`config.mk`:
```
export PLATFORM = sky130hd
export DESIGN_NAME = display_scan_ctrl
export DESIGN_NICKNAME = d
export VERILOG_FILES = /design/src/rtl/display_scan_ctrl.sv
export SDC_FILE = /design/constraint.sdc
export NUM_CORES = 1
export LEC_CHECK = 0
export CORE_UTILIZATION = 60
export CTS_BUF_LIST = sky130_fd_sc_hd__clkbuf_8
export CTS_CLUSTER_DIAMETER = 120
export DETAILED_ROUTE_END_ITERATION = 10
export MAX_ROUTING_LAYER = met4
export PLACE_DENSITY = 0.93
export RECOVER_POWER = 50
export SETUP_SLACK_MARGIN = 0.1
export SYNTH_ARGS = -nofsm -noshare
export SYNTH_HDL_FRONTEND = slang
export SYNTH_SLANG_ARGS = --single-unit
```
`constraint.sdc`:
```
create_clock -name clk -period 3 [get_ports clk]
set_input_delay 0.6 -clock clk [delete_from_list [all_inputs] [get_ports clk]]
set_output_delay 0.6 -clock clk [all_outputs]
set_load 0.1 [all_outputs]
```
`src/rtl/display_scan_ctrl.sv`:
```
// display_scan_ctrl: 4-digit common-anode scanner with guard interval, blanking and frame-synchronous double buffer
module display_scan_ctrl #(
    parameter int PRESCALE = 50000,
    parameter int GUARD    = 500
) (
    input  logic        clk,
    input  logic        rst_n,
    input  logic [15:0] digits,
    input  logic [3:0]  dp_in,
    input  logic [3:0]  blank,
    input  logic        lzb,
    input  logic        load,
    output logic [3:0]  nib,
    output logic [3:0]  an,
    output logic        dp,
    output logic        frame_done,
    output logic        busy_pending
);
    typedef enum logic {S_GUARD, S_DRIVE} state_t;

    state_t      st_q, st_d;
    logic [15:0] cnt_q, cnt_d;
    logic [1:0]  idx_q, idx_d;
    logic [23:0] act_q, act_d, pend_q, pend_d;
    logic        busy_q, busy_d, fd_q, fd_d, lzb_q, lzb_d;
    logic        tick, boundary, lz_dark, lit;
    logic [3:0]  zero;

    always_ff @(posedge clk or negedge rst_n) begin
        if (!rst_n) begin
            st_q   <= S_GUARD;
            cnt_q  <= '0;
            idx_q  <= '0;
            act_q  <= '0;
            pend_q <= '0;
            busy_q <= 1'b0;
            fd_q   <= 1'b0;
            lzb_q  <= 1'b0;
        end else begin
            st_q   <= st_d;
            cnt_q  <= cnt_d;
            idx_q  <= idx_d;
            act_q  <= act_d;
            pend_q <= pend_d;
            busy_q <= busy_d;
            fd_q   <= fd_d;
            lzb_q  <= lzb_d;
        end
    end

    // buffers are packed as {blank, dp_in, digits}
    always_comb begin
        tick     = cnt_q == 16'(PRESCALE - 1);
        boundary = tick && idx_q == 2'd3;
        cnt_d    = tick ? '0 : cnt_q + 16'd1;
        idx_d    = tick ? idx_q + 2'd1 : idx_q;
        fd_d     = boundary;
        lzb_d    = lzb;
        act_d    = act_q;
        pend_d   = pend_q;
        busy_d   = busy_q;
        if (boundary) begin
            act_d  = load ? {blank, dp_in, digits} : (busy_q ? pend_q : act_q);
            busy_d = 1'b0;
        end else if (load) begin
            pend_d = {blank, dp_in, digits};
            busy_d = 1'b1;
        end
        st_d = (st_q == S_GUARD) ? ((cnt_q == 16'(GUARD - 1)) ? S_DRIVE : S_GUARD)
                                 : (tick ? S_GUARD : S_DRIVE);
    end

    always_comb begin
        for (int i = 0; i < 4; i++) zero[i] = act_q[4*i +: 4] == 4'd0;
        lz_dark = lzb_q && ((idx_q == 2'd1) ? &zero[3:1] :
                            (idx_q == 2'd2) ? &zero[3:2] :
                            (idx_q == 2'd3) ? zero[3] : 1'b0);
        lit          = st_q == S_DRIVE && !act_q[{3'b101, idx_q}] && !lz_dark;
        nib          = act_q[{idx_q, 2'b00} +: 4];
        an           = lit ? ~(4'b0001 << idx_q) : 4'b1111;
        dp           = lit ? ~act_q[{3'b100, idx_q}] : 1'b1;
        frame_done   = fd_q;
        busy_pending = busy_q;
    end
endmodule

```
==> metrics.cfg, run 1 <==
[drt]
first_iter_violations = 113
totalWireLength_um = 6420
wl_per_cell_um = 17.7
drtAntennaViolNets = 0
vias = 2116
dr.pass1.iters = 4
vias_per_cell = 5.83
drcViolationCount = 0

[sta]
period_minus_slack_ps = 2730
setup_violations = 0
tightest_slew_ps = 1870
slew_headroom_pct = -24.7
finalMaxSlewViolations = 34
fmaxAchievable_mhz = 366
finalCritPeriodShare_pct = 91.2
fin_setup_tns_ps = 0
fin_worst_skew_ps = 8.78
hold_violations = 0
worst_hold_slack_ps = 492
rsz0062_at_grt = no

[power]
powerDensity_mw_per_mm2 = 485
leakage_nw = 1.79
ir_drop_v = 0.000359

[global_route]
grt_use_met3_pct = 4.30
track_usage_pct = 25.1
grt_overflow = 0
first_global_vias = 2260
use_met1_pct = 31.0
antenna_found_initial = 0
grt_max_degree = 38
top_usage_layer = met2
gr-usage-met2_pct = 39.3
grt_pass1_wl_um = 11000

[critical_path]
regToRegSetupSlack_ps = 740
worst_r2r_path_depth = 5
crit_type = flip-flop to output port
critPathRequiredTime_ps = 2400
cp_max_fo = 4
path_buf_inv = 1
reg2reg_from = idx_q[1]$_DFFE_PN0N_
critPathMaxStageDelay_ps = 730
path_cells = or4b_2, nor3_1, a21boi_2, nand3_1, buf_12
crit_path_start_kind = flip-flop
r2r-end = act_q[0]$_DFFE_PN0P_
cp_data_arrival_time_ps = 2130
endpoint_kind = output port
cpMaxStageDelayCell = or4b_2
cp_top_family = simple AND/OR/NAND/NOR gates

[cells_and_area]
fillers = 345
drive_above_1_share_pct = 39.9
final_area_mm2 = 0.00412
areaGrowthSynthToFinish_pct = 18.5
nets = 320
layout_commonest_cell = dfrtp_1
diodes = 0
layout_common_cells = dfrtp_1 (68), mux2_2 (50), clkdlybuf4s50_1 (25)

[clock_tree]
cts_sinks = 70
cts.clk_slew.worst_paths_ps = 70
htree_levels = 3
hold_buffers = 0
clockBufferDepth = 2
worstSkewPairLatency_ps = 340
cts-buffers-inserted = 9
cts_tree = built
cts_root_buffer = clkbuf_8

[logic_synthesis]
async_flop_share_pct = 100
seq_area_frac_synth_pct = 50.3
synth_warnings = 0
syn-num-nets = 279
mappedNetlistArea_mm2 = 0.00348
netlist_instances = 246
synth_seq_cells = 70
yosysUniqueCellTypes = 37
ys.flop_type = dfrtp_1
avgSynthCellArea_um2 = 14.1
synth-edff-count = 0

[placed_design]
dpl.hpwl_um = 4590
gp_congestion = 0.873
io_buffers = 38
postPlaceCellArea_mm2 = 0.00391

[floorplan]
fp.dieW_um = 78.2
initial_utilization_pct = 62.8
ios = 39
rows = 27
fp.dieH_um = 78.2
die-area_mm2 = 0.00611
coreArea_mm2 = 0.00554

[status]
status = complete, but fails checks
violations = capacitance limit, slew limit

[flow_run]
cap_violations = 1

[min_path]
min_path_type = flip-flop to flip-flop
hold_start = cnt_q[7]$_DFF_PN0_
min_path_cells = 1
whs_endpoint = cnt_q[7]$_DFF_PN0_

==> worst max path at each step <==
stage	start	endpoint	slack, ps	depth (start not counted)
2_1_floorplan	idx_q[1]$_DFFE_PN0N_	an[0]	170	7
3_3_place_gp	idx_q[0]$_DFFE_PN0N_	dp	560	5
3_5_place_dp	idx_q[0]$_DFFE_PN0N_	dp	410	5
4_1_cts	idx_q[0]$_DFFE_PN0N_	dp	110	5
5_1_grt	idx_q[0]$_DFFE_PN0N_	dp	140	5
6_report	act_q[12]$_DFFE_PN0P_	an[0]	270	5
==> synthesized netlist by cell type, drive strengths merged (2+ instances only) <==
library cell  number  area share [%]
and4               2            0.58
or4                2            0.43
xnor2              9             2.3
ha                 5             1.8
buf                6             2.1
nand3             11             1.6
dfrtp             70              50
nand4              5             1.3
inv                6            0.65
o21ai              3            0.43
nor4               4             1.2
mux4               6             3.9
mux2              72              25
nor2              17             2.3
nor3               3            0.43
xor2               5             1.3
nor2b              2            0.36
and3               2            0.36
nand2              4            0.65
clkbuf             4            0.72
==> routing by layer <==
metal  up-vias  share of wire [%]
met3        15                4.1
met4         0                2.4
met5         -                  0
li1        970                  -
met1      1072                 43
met2        59                 50
==> worst reg2reg max path, cell delays in order (launching register included) <==
cell,delay (ps)
dfrtp_2,500
ha_1,250
and4_2,260
nand4_4,190
nor2_8,520
mux2_2,420
==> stage by stage <==
step / total power [mW] / util (%) / worst slack (ps) / cells
after floorplan: 1.15 / - / 170 / 246
after global placement: 1.22 / 70.6 / 564 / 348
after detailed placement: 1.23 / 70.6 / 412 / 348
after CTS: 2.02 / 74.4 / 105 / 363
after global routing: 2.07 / 74.4 / 135 / 363
final: 2.00 / 74.4 / 265 / 363
==> power breakdown <==
| group | total, mW | internal [mW] | switching (mW) |
|---|---|---|---|
| registers | 1.01 | 0.989 | 0.0258 |
| clock network | 0.788 | 0.446 | 0.342 |
| logic | 0.199 | 0.115 | 0.0844 |
==> flip-flops by register name, summed over array words and instances, names as in the netlist <==
name and count:
frame_done 1, lzb_q 1, pend_q 24, st_q 1, cnt_q 16, idx_q 2, busy_pending 1, act_q 24
==> timing repair <==
action	4_1_cts	5_1_grt
setup buffers	0	0
endpoints found under the setup margin	4	4
resized for setup	2	1
==> cell families after synthesis <==
family	count (synthesis)	synth area share (%)
adders and majority gates	5	1.80
muxes	78	29.3
xor gates and xnor gates	14	3.52
and+or+nand+nor	56	10.4
AOI/OAI and AO/OA	7	1.22
buffers and inverters	16	3.45
DFF	70	50.3
==> layout make-up <==
type	instances	area [um^2]	share of cell area, %
Sequential cell	70	1750	42.5
Multi-Input combinational cell	160	1610	39.1
Timing Repair Buffer	40	437	10.6
Clock buffer	12	165	4.00
Tap cell	72	90.1	2.18
Clock inverter	3	42.5	1.03
Inverter	6	22.5	0.546
Note: power is estimated with default switching activity, not from simulation.
==> run 2: changes to the inputs <==
CORE_MARGIN = 8   (was unset)
==> run 2 against run 1 <==
Effect of this change: the run still ends with capacitance limit, slew limit left; critical path type unchanged; sequential share of layout area grew 0.63 points; largest power group unchanged; routed wire length grew 5.5%; count of clock-buffer cells in the layout shrank 1; sequential power is essentially flat; hold slack lost 1.4 ps; die area grew 39%.
==> metrics.cfg, run 2 (synthesis gave the netlist of run 1 again) <==
[critical_path]
endpoint_kind = output port
cp_data_arrival_time_ps = 2140
cp_max_fo = 4
critPathRequiredTime_ps = 2400
cp_top_family = simple AND/OR/NAND/NOR gates
path_cells = or4b_2, nor3_1, a21boi_2, nand3_1, buf_12
cpMaxStageDelayCell = or4b_2
path_buf_inv = 1
crit_type = flip-flop to output port
crit_path_start_kind = flip-flop
critPathMaxStageDelay_ps = 740

[cells_and_area]
areaGrowthSynthToFinish_pct = 16.8
final_area_mm2 = 0.00406
finalNonFillerCells = 361
diodes = 0
layout_commonest_cell = dfrtp_1
layout_common_cells = dfrtp_1 (68), mux2_2 (50), clkdlybuf4s50_1 (25)
nets = 320
largestRegisters = act_q: 24 flops, pend_q: 24 flops, cnt_q: 16 flops
drive_above_1_share_pct = 39.8

[placed_design]
gp_congestion = 0.859
post-place-ws_ps = 435
dpl.hpwl_um = 4780
dpl.cell_count = 348
io_buffers = 38
postPlaceCellArea_mm2 = 0.00390

[clock_tree]
hold_buffers = 0
cts.clk_slew.worst_paths_ps = 70
worstSkewPairLatency_ps = 340
cts_tree = built
clockBufferDepth = 2
cts_root_buffer = clkbuf_8
htree_levels = 3
cts_sinks = 70
cts-buffers-inserted = 9
post-cts-setup-buffers = 0

[floorplan]
die-area_mm2 = 0.00849
fp.dieW_um = 92.2
rows = 27
fp.dieH_um = 92.2
ios = 39
coreArea_mm2 = 0.00554
initial_utilization_pct = 62.8

[global_route]
antenna_found_initial = 0
track_usage_pct = 17.8
grt_max_degree = 71
grt_pass1_wl_um = 11500
grt_overflow = 0
first_global_vias = 2400

[sta]
hold_violations = 0
fin_setup_tns_ps = 0
period_minus_slack_ps = 2740
finalMaxSlewViolations = 71
finalCritPeriodShare_pct = 91.4
tightest_slew_ps = 1670
rsz0062_at_grt = no
fmaxAchievable_mhz = 365
fin_ws_ps = 257
setup_violations = 0
fin_worst_skew_ps = 6.29
slew_headroom_pct = -11.2

[power]
powerDensity_mw_per_mm2 = 459
power.total_mw = 1.86
leakage_nw = 1.77
pwr-share-comb_pct = 10.6
seq_power_share_pct = 54.5
switching_power_uw = 433
ir_drop_v = 0.000407
p_int_mw = 1.43
p_clk_share_pct = 35.0
swShare_pct = 23.3

[drt]
dr.pass1.iters = 4
wl_per_cell_um = 18.8
drcViolationCount = 0
vias = 2077
vias_per_cell = 5.75
drtAntennaViolNets = 0
totalWireLength_um = 6770
first_iter_violations = 131

[min_path]
min_path_type = flip-flop to flip-flop

[status]
violations = capacitance limit, slew limit
status = complete, but fails checks

[flow_run]
cap_violations = 1

run 2: worst paths after layout:
kind	start	to	slack (ps)	depth (start not counted)
min in group asynchronous	rst_n	busy_pending$_DFFE_PN0P_	770	2
max	act_q[12]$_DFFE_PN0P_	an[0]	260	5
min	cnt_q[0]$_DFF_PN0_	cnt_q[0]$_DFF_PN0_	490	1
max in group asynchronous	rst_n	idx_q[0]$_DFFE_PN0N_	1110	2
max reg2reg	idx_q[1]$_DFFE_PN0N_	act_q[23]$_DFFE_PN0P_	760	5
min reg2reg	cnt_q[0]$_DFF_PN0_	cnt_q[0]$_DFF_PN0_	490	1
run 2: timing repair:
| action | 4_1_cts | 5_1_grt |
|---|---|---|
| setup endpoints to repair | 2 | 4 |
| gates resized for setup | 1 | 2 |
| hold endpoints to repair | 0 | 0 |
run 2: layout make-up:
| cell class | count | area, um^2 |
|---|---|---|
| fill | 366 | 1480 |
| clock inverter | 2 | 10.0 |
| timing repair buffer | 40 | 423 |
| clock buffer | 11 | 151 |
| sequential | 70 | 1750 |
| tap | 72 | 90.1 |
| multi-input combinational | 160 | 1610 |
| inverter | 6 | 22.5 |
run 2: per-layer routing:
layer,wire length (um),up-vias,track usage (%)
met5,0,-,-
met4,148,0,9.53
met3,306,16,4.40
met2,3420,57,28.1
met1,2900,1034,20.5
li1,-,970,-
run 2: power by group through the flow:
| stage | Sequential (mW) | Combinational [mW] | Clock [mW] |
|---|---|---|---|
| after floorplan | 1.02 | 0.125 | 0 |
| after global placement | 1.03 | 0.194 | 0 |
| after detailed placement | 1.03 | 0.199 | 0 |
| after CTS | 1.02 | 0.200 | 0.665 |
| after global routing | 1.02 | 0.215 | 0.697 |
| final | 1.02 | 0.197 | 0.651 |
run 2: through the flow:
step / hold slack [ps] / util (%)
CTS: 482 / 73.3
global route: 518 / 73.4
finish: 491 / 73.4
floorplan: 304 / -
global placement: 470 / 70.4
detailed placement: 478 / 70.4
